`src/rtl/lsio_led_drv.sv`:
```
// LSIO LED driver: steady, blink and counted-burst patterns timed by the shared 1 ms tick.
// Burst completion is reported with a single-cycle done pulse.
module lsio_led_drv #(
    parameter int PERIOD_W   = 8,
    parameter int COUNT_W    = 5,
    parameter int ACTIVE_LOW = 0
) (
    input  logic                clk_i,
    input  logic                rst_i,
    input  logic                one_ms_event_i,
    input  logic                cmd_valid_i,
    output logic                cmd_ready_o,
    input  logic [1:0]          cmd_mode_i,
    input  logic [PERIOD_W-1:0] cmd_half_period_i,
    input  logic [COUNT_W-1:0]  cmd_count_i,
    input  logic                abort_i,
    output logic                led_o,
    output logic                busy_o,
    output logic                done_o,
    output logic [COUNT_W-1:0]  pulses_left_o
);

    typedef enum logic [1:0] {S_OFF, S_ON, S_BL_ON, S_BL_OFF} state_t;

    localparam logic [1:0] M_OFF   = 2'd0;
    localparam logic [1:0] M_ON    = 2'd1;
    localparam logic [1:0] M_BLINK = 2'd2;
    localparam logic [1:0] M_BURST = 2'd3;

    localparam logic UNLIT = (ACTIVE_LOW != 0);
    localparam logic LIT   = (ACTIVE_LOW == 0);

    localparam logic [PERIOD_W-1:0] P_ONE = 1;
    localparam logic [COUNT_W-1:0]  C_ONE = 1;

    state_t              state;
    logic                burst;
    logic [PERIOD_W-1:0] hp;
    logic [PERIOD_W-1:0] cnt;
    logic [PERIOD_W-1:0] hp_eff;
    logic                accept;
    logic                blinking;
    logic                phase_end;

    // A running burst locks out new commands until it finishes or is aborted.
    assign cmd_ready_o = ~abort_i & ~burst;
    assign accept      = cmd_valid_i & cmd_ready_o;
    assign hp_eff      = (cmd_half_period_i == '0) ? P_ONE : cmd_half_period_i;
    assign blinking    = (state == S_BL_ON) || (state == S_BL_OFF);
    assign phase_end   = (cnt + P_ONE) == hp;

    always_ff @(posedge clk_i or posedge rst_i) begin
        if (rst_i) begin
            state         <= S_OFF;
            burst         <= 1'b0;
            hp            <= P_ONE;
            cnt           <= '0;
            pulses_left_o <= '0;
            led_o         <= UNLIT;
            busy_o        <= 1'b0;
            done_o        <= 1'b0;
        end else begin
            done_o <= 1'b0;
            if (abort_i) begin
                state         <= S_OFF;
                burst         <= 1'b0;
                cnt           <= '0;
                pulses_left_o <= '0;
                led_o         <= UNLIT;
                busy_o        <= 1'b0;
            end else if (accept) begin
                hp            <= hp_eff;
                cnt           <= '0;
                pulses_left_o <= '0;
                burst         <= 1'b0;
                unique case (cmd_mode_i)
                    M_OFF: begin
                        state  <= S_OFF;
                        led_o  <= UNLIT;
                        busy_o <= 1'b0;
                    end
                    M_ON: begin
                        state  <= S_ON;
                        led_o  <= LIT;
                        busy_o <= 1'b1;
                    end
                    M_BLINK: begin
                        state  <= S_BL_ON;
                        led_o  <= LIT;
                        busy_o <= 1'b1;
                    end
                    M_BURST: begin
                        if (cmd_count_i == '0) begin
                            state  <= S_OFF;
                            led_o  <= UNLIT;
                            busy_o <= 1'b0;
                            done_o <= 1'b1;
                        end else begin
                            state         <= S_BL_ON;
                            led_o         <= LIT;
                            busy_o        <= 1'b1;
                            burst         <= 1'b1;
                            pulses_left_o <= cmd_count_i;
                        end
                    end
                endcase
            end else if (one_ms_event_i && blinking) begin
                if (phase_end) begin
                    cnt <= '0;
                    if (state == S_BL_ON) begin
                        state <= S_BL_OFF;
                        led_o <= UNLIT;
                    end else if (burst && pulses_left_o == C_ONE) begin
                        // last off-phase of the burst closes the pattern
                        state         <= S_OFF;
                        busy_o        <= 1'b0;
                        burst         <= 1'b0;
                        pulses_left_o <= '0;
                        done_o        <= 1'b1;
                    end else begin
                        state <= S_BL_ON;
                        led_o <= LIT;
                        if (burst) begin
                            pulses_left_o <= pulses_left_o - C_ONE;
                        end
                    end
                end else begin
                    cnt <= cnt + P_ONE;
                end
            end
        end
    end

endmodule

```
`config.mk`:
```
export PLATFORM = sky130hd
export DESIGN_NAME = lsio_led_drv
export DESIGN_NICKNAME = d
export VERILOG_FILES = /design/src/rtl/lsio_led_drv.sv
export SDC_FILE = /design/constraint.sdc
export NUM_CORES = 1
export LEC_CHECK = 0
export ABC_AREA = 0
export CORE_UTILIZATION = 40
export CTS_BUF_LIST = sky130_fd_sc_hd__clkbuf_2
export DETAILED_ROUTE_END_ITERATION = 8
export DONT_BUFFER_PORTS = 1
export GPL_ROUTABILITY_DRIVEN = 0
export PLACE_DENSITY = 0.59
export REMOVE_ABC_BUFFERS = 1
export SYNTH_ARGS = -nofsm -noshare
export SYNTH_HDL_FRONTEND = slang
export SYNTH_SLANG_ARGS = --single-unit
```
`constraint.sdc`:
```
create_clock -name clk_i -period 2.55 [get_ports clk_i]
set_input_delay 0.51 -clock clk_i [delete_from_list [all_inputs] [get_ports clk_i]]
set_output_delay 0.51 -clock clk_i [all_outputs]
set_load 0.05 [all_outputs]
```
-- Yosys cells after proc, flatten, opt, wreduce, memory -nomap -nowiden
Index checks and enable logic that the tools add are counted.
Widths: inputs -> output; s select.
- bits in registers: 27
- latch bits: 0
- RAM bits: 0
- ROM bits: 0
- bits of input ports: 20
- logic and storage cells: 86
- memories: 0
- add/subtract/negate cells: 2
- $mul: 0
- divide/modulo/power cells: 0
- magnitude comparators: 0
- eq/ne operators: 9
- shift operators: 0
- multiplexer cells: 47
- bitwise operators: 4
- reduce and logical (&&, ||, !) cells: 16
- operators with widths (cell ; number):
    $mux 5 ; 9
    $mux 8 ; 5
    $mux 1 ; 24
    $mux 2 ; 7
    $reduce_bool 3->1 ; 3
    $add 8x1->8 const B ; 1
    $eq 2x2->1 const B ; 4
    $eq 8x8->1 ; 1
    $logic_not 8->1 ; 1
    $pmux 2 s4 ; 1
    $reduce_and 4->1 ; 2
    $eq 5x1->1 const B ; 1
    $logic_not 5->1 ; 1
    $sub 5x1->5 const B ; 1
    $ne 4x4->1 const B ; 1
    $reduce_and 2->1 ; 2
    $reduce_bool 4->1 ; 1
    $ne 3x3->1 const B ; 1
    $pmux 1 s3 ; 1
    $reduce_and 3->1 ; 1
    $and 1x1->1 ; 2
    $eq 2x1->1 const B ; 1
    $logic_and 1x1->1 ; 2
    $logic_not 2->1 ; 1
    3 further kinds ; 4

-- Depth between registers and ports, before layout
- depth in word-level cells: 8
- gate-level depth with buffers: 8
- depth with buffers taken out: 8

-- Worst setup path before layout
No wires, ideal clock.
- path kind: input port to flip-flop
- start point: input abort_i
- end point: register pulses_left_o[3]
- arrival: 2248 ps
- data required time: 2456 ps
- path slack: 208 ps
- cell stages on the path: 7
- path through: nor2_1 > and2_0 > and2_1 > buf_1 > nand2_1 > and3_2 > a211oi_1
- word-level cells in the longest chain between the ends: 5
- elaborated cells between the ends (all ways): 10
- classes of those cells: eq/ne (1); mux (2); bitwise (3); reduce/logical (4)
- ends and longest elaborated chain (what ; RTL line ; text):
    start: declaration ; 16 ; input logic abort_i,
    $not 1->1 (no line) ; -- ;
    $and 1x1->1 ; 46 ; assign cmd_ready_o = ~abort_i & ~burst;
    $and 1x1->1 ; 47 ; assign accept = cmd_valid_i & cmd_ready_o;
    $ne 3x3->1 (no line), or another cell as far along ; -- ;
    $reduce_and 4->1 (no line) / $mux 5 (equally long branches) ; -- ;
    end signal: assignment ; 103 ; pulses_left_o <= cmd_count_i;
    end signal: assignment ; 124 ; pulses_left_o <= pulses_left_o - C_ONE;
    end: declaration ; 20 ; output logic [COUNT_W-1:0] pulses_left_o
Parallel ways exist; a longest one is shown, timed or not.
A chain may end at the register's enable or synchronous reset.

-- Worst setup path after layout
- start point: register cnt[0]
- end point: register pulses_left_o[2]
- word-level cells in the longest chain between the ends: 4
- ends and longest elaborated chain (what ; RTL line ; text):
    start: declaration ; 39 ; logic [PERIOD_W-1:0] cnt;
    start signal: assignment ; 128 ; cnt <= cnt + P_ONE;
    $add 8x1->8 ; 50 ; assign phase_end = (cnt + P_ONE) == hp;
    $eq 8x8->1 ; 50 ;
    $reduce_bool 3->1 (no line) ; -- ;
    $reduce_and 4->1 (no line) ; -- ;
No other way between the ends.

==> flow_metrics.tcl <==
set metrics [dict create \
    cp-start-kind "register" \
    slowest_delay_ps 450 \
    yosysWarnings 0 \
    dieArea_um2 4550 \
    dp_hpwl_mm 2.88 \
    synth_top_area_cell "dfrtp_1" \
    clk_root_buffer_cell "clkbuf_2" \
    synthTopCellsByArea "dfrtp_1, xnor2_1, mux2_2, ha_1, nand2_1" \
    ir_worst_vdd_v 0.000221 \
    maxCapViolations 0 \
    netlist_area_um2 1710 \
    design_power_total_mw 0.871 \
    grt_pass1_vias 1309 \
    timing.final.crit_share_pct 93.0 \
    cts_hold_buf 0 \
    drt_iter0_drc 53 \
    grt_start_max_net_pins 28 \
    busiest_layer "met2" \
    crit_type "register to register" \
    cts_tree "built" \
    initial_utilization_pct 42.2 \
    worstReg2RegEnd "pulses_left_o[2]$_DFFE_PP0P_" \
    drt_wl_total_mm 3.64 \
    drc 0 \
    cp_slowest_cell "dfrtp_1" \
    regToRegStartpoint "cnt[0]$_DFFE_PP0P_" \
    clkSinkCount 27 \
    first_pass_iters 4 \
    port_buffers 0 \
    tightest_slew_ps 766 \
    grt_pass1_wl_mm 5.89 \
    powerDensity_nw_per_um2 479 \
    synth-edff-count 0 \
    track_usage_pct 17.4 \
    antenna_cells 0 \
    r2r_slack_ps 180 \
    grt_use_met2_pct 27.6 \
    gr-usage-met1_pct 23.5 \
    ios 29 \
    whs_ps 27.2 \
    rsz0062_at_grt "no" \
    async_reset_ff_share_pct 100 \
    dp_cells 227 \
    synth-seq-area-share_pct 39.5 \
    nets 208 \
    cp-end-kind "register" \
    clock_latency_ps 370 \
    met3_usage_pct 3.89 \
    p_leak_nw 0.734 \
    ys_seq_elements 27 \
    critPathMaxFanout 9 \
    critical_path.cell_chain "ha_1 > and2_2 > a211o_1 > a31oi_1 > a2111oi_4 > a32o_1 > a31o_1" \
    cp_data_required_time_ps 2860 \
    fillers 409 \
    antenna_found_initial 0 \
    rows 23 \
    fmax_mhz 422 \
    fp.dieW_um 67.4 \
    synth.distinct_cells 50 \
    min_period_ps 2370 \
    mostFrequentLayoutCell "dfrtp_1" \
    hold_viol_final 0 \
    avgRoutedWirePerCell_um 15.8 \
    slew_headroom_pct 49.0 \
    vias 1317 \
    cts_setup_buffers 0 \
    cts_buffer_depth 2 \
    run_status "complete, no violations" \
    yosysTopAreaCellShare_pct 38.0 \
    layout-drive-gt1-share_pct 18.8 \
    clk_pin_slew_ps 270 \
    mostFrequentLayoutCells "dfrtp_1, nand2_1, nor2_1" \
    synth_flop_cell "dfrtp_1" \
    syn_avg_cell_area_um2 9.73 \
    hold_class "primary input to async pin" \
    ant_nets 0 \
    skew_ps 32.5 \
    coreArea_um2 4060 \
    cts_made_buffers 3 \
    r2r_cells 7 \
    area_growth_pct 6.06 \
    cp.arrival_ps 2680 \
    slew_viol_final 0 \
    crit_start "cnt[0]$_DFFE_PP0P_" \
    grt-ovfl-total 0 \
    instances_no_fill 231 \
    viasPerCell 5.70 \
    htree_levels 1 \
    syn_inst 176 \
    die_y_um 67.4 \
    finalSetupViolCount 0 \
]
-- power breakdown --
group | leakage [nW] | total (mW) | internal (mW) | switching, mW
sequential | 0.352 | 0.524 | 0.462 | 0.0619
combinational | 0.366 | 0.179 | 0.0787 | 0.0999
clock | 0.0166 | 0.168 | 0.0414 | 0.127
total | 0.734 | 0.871 | 0.582 | 0.288
-- logic make-up after synthesis --
kind of cell,count (synthesis),synth area share (%)
AND/OR/NAND/NOR,65,19.7
multiplexers,8,5.19
flip-flops,27,39.5
adder cells (fa/ha/maj),6,4.38
AO/OA/AOI/OAI,38,17.9
XOR/XNOR,17,9.57
buffers and inverters,15,3.73
-- routing by layer --
| layer | up-vias | part of all wire (%) |
|---|---|---|
| met3 | 5 | 5.8 |
| met5 | - | 0 |
| met1 | 641 | 47 |
| met4 | 0 | 1.1 |
| met2 | 31 | 46 |
| li1 | 640 | - |
-- layout make-up --
class	count	area (µm²)	share of cell area, %
clock buffer	4	20.0	1.10
tap	50	62.6	3.44
sequential	27	677	37.3
inverter	11	41.3	2.27
timing repair buffer	5	37.5	2.07
multi-input combinational	134	978	53.9
-- how the worst max path moves through the flow --
stage | end | slack, ps | cells after the start
2_1_floorplan | pulses_left_o[3]$_DFFE_PP0P_ | -20 | 6
3_3_place_gp | burst$_DFFE_PP0P_ | 190 | 7
3_5_place_dp | pulses_left_o[3]$_DFFE_PP0P_ | 110 | 6
4_1_cts | pulses_left_o[3]$_DFFE_PP0P_ | 100 | 6
5_1_grt | burst$_DFFE_PP0P_ | 50 | 7
6_report | pulses_left_o[2]$_DFFE_PP0P_ | 180 | 7
-- sequential cells by signal (all words and copies together) (netlist names) --
| name | count |
|---|---|
| burst | 1 |
| busy_o | 1 |
| cnt | 8 |
| done_o | 1 |
| hp | 8 |
| led_o | 1 |
| pulses_left_o | 5 |
| state | 2 |
-- synth_stat cells, types with 4 or more instances --
cell      n
a21oi_1   8
a31o_2    5
dfrtp_1  26
ha_1      6
inv_1    11
mux2_2    7
nand2_1  17
nand3_1   5
nor2_1   16
nor3_1    5
xnor2_1  11
xor2_1    4
-- timing repair --
item	4_1_cts	5_1_grt
endpoints found under the setup margin	0	2
hold endpoints to repair	0	0
gates resized for setup	0	1
-- worst max-delay path, delay by kind of cell (launching register included) --
| family | cells | cell delay, ps |
|---|---|---|
| AOI/OAI and AO/OA | 5 | 1360 |
| DFF | 1 | 450 |
| and+or+nand+nor | 1 | 230 |
| adders and majority gates | 1 | 260 |
-- stage by stage --
| stage | setup WS (ps) | TNS [ps] | utilization, % | instance area (µm²) |
|---|---|---|---|---|
| final | 179 | 0 | 44.8 | 1820 |
| after global routing | 52.8 | 0 | 44.8 | 1820 |
| after CTS | 97.7 | 0 | 44.6 | 1810 |
| after detailed placement | 108 | 0 | 44.1 | 1790 |
| after global placement | 187 | 0 | 44.1 | 1790 |
| after floorplan | -17.7 | -17.7 | - | 1690 |
No activity file was read; power rests on OpenSTA's default activity.
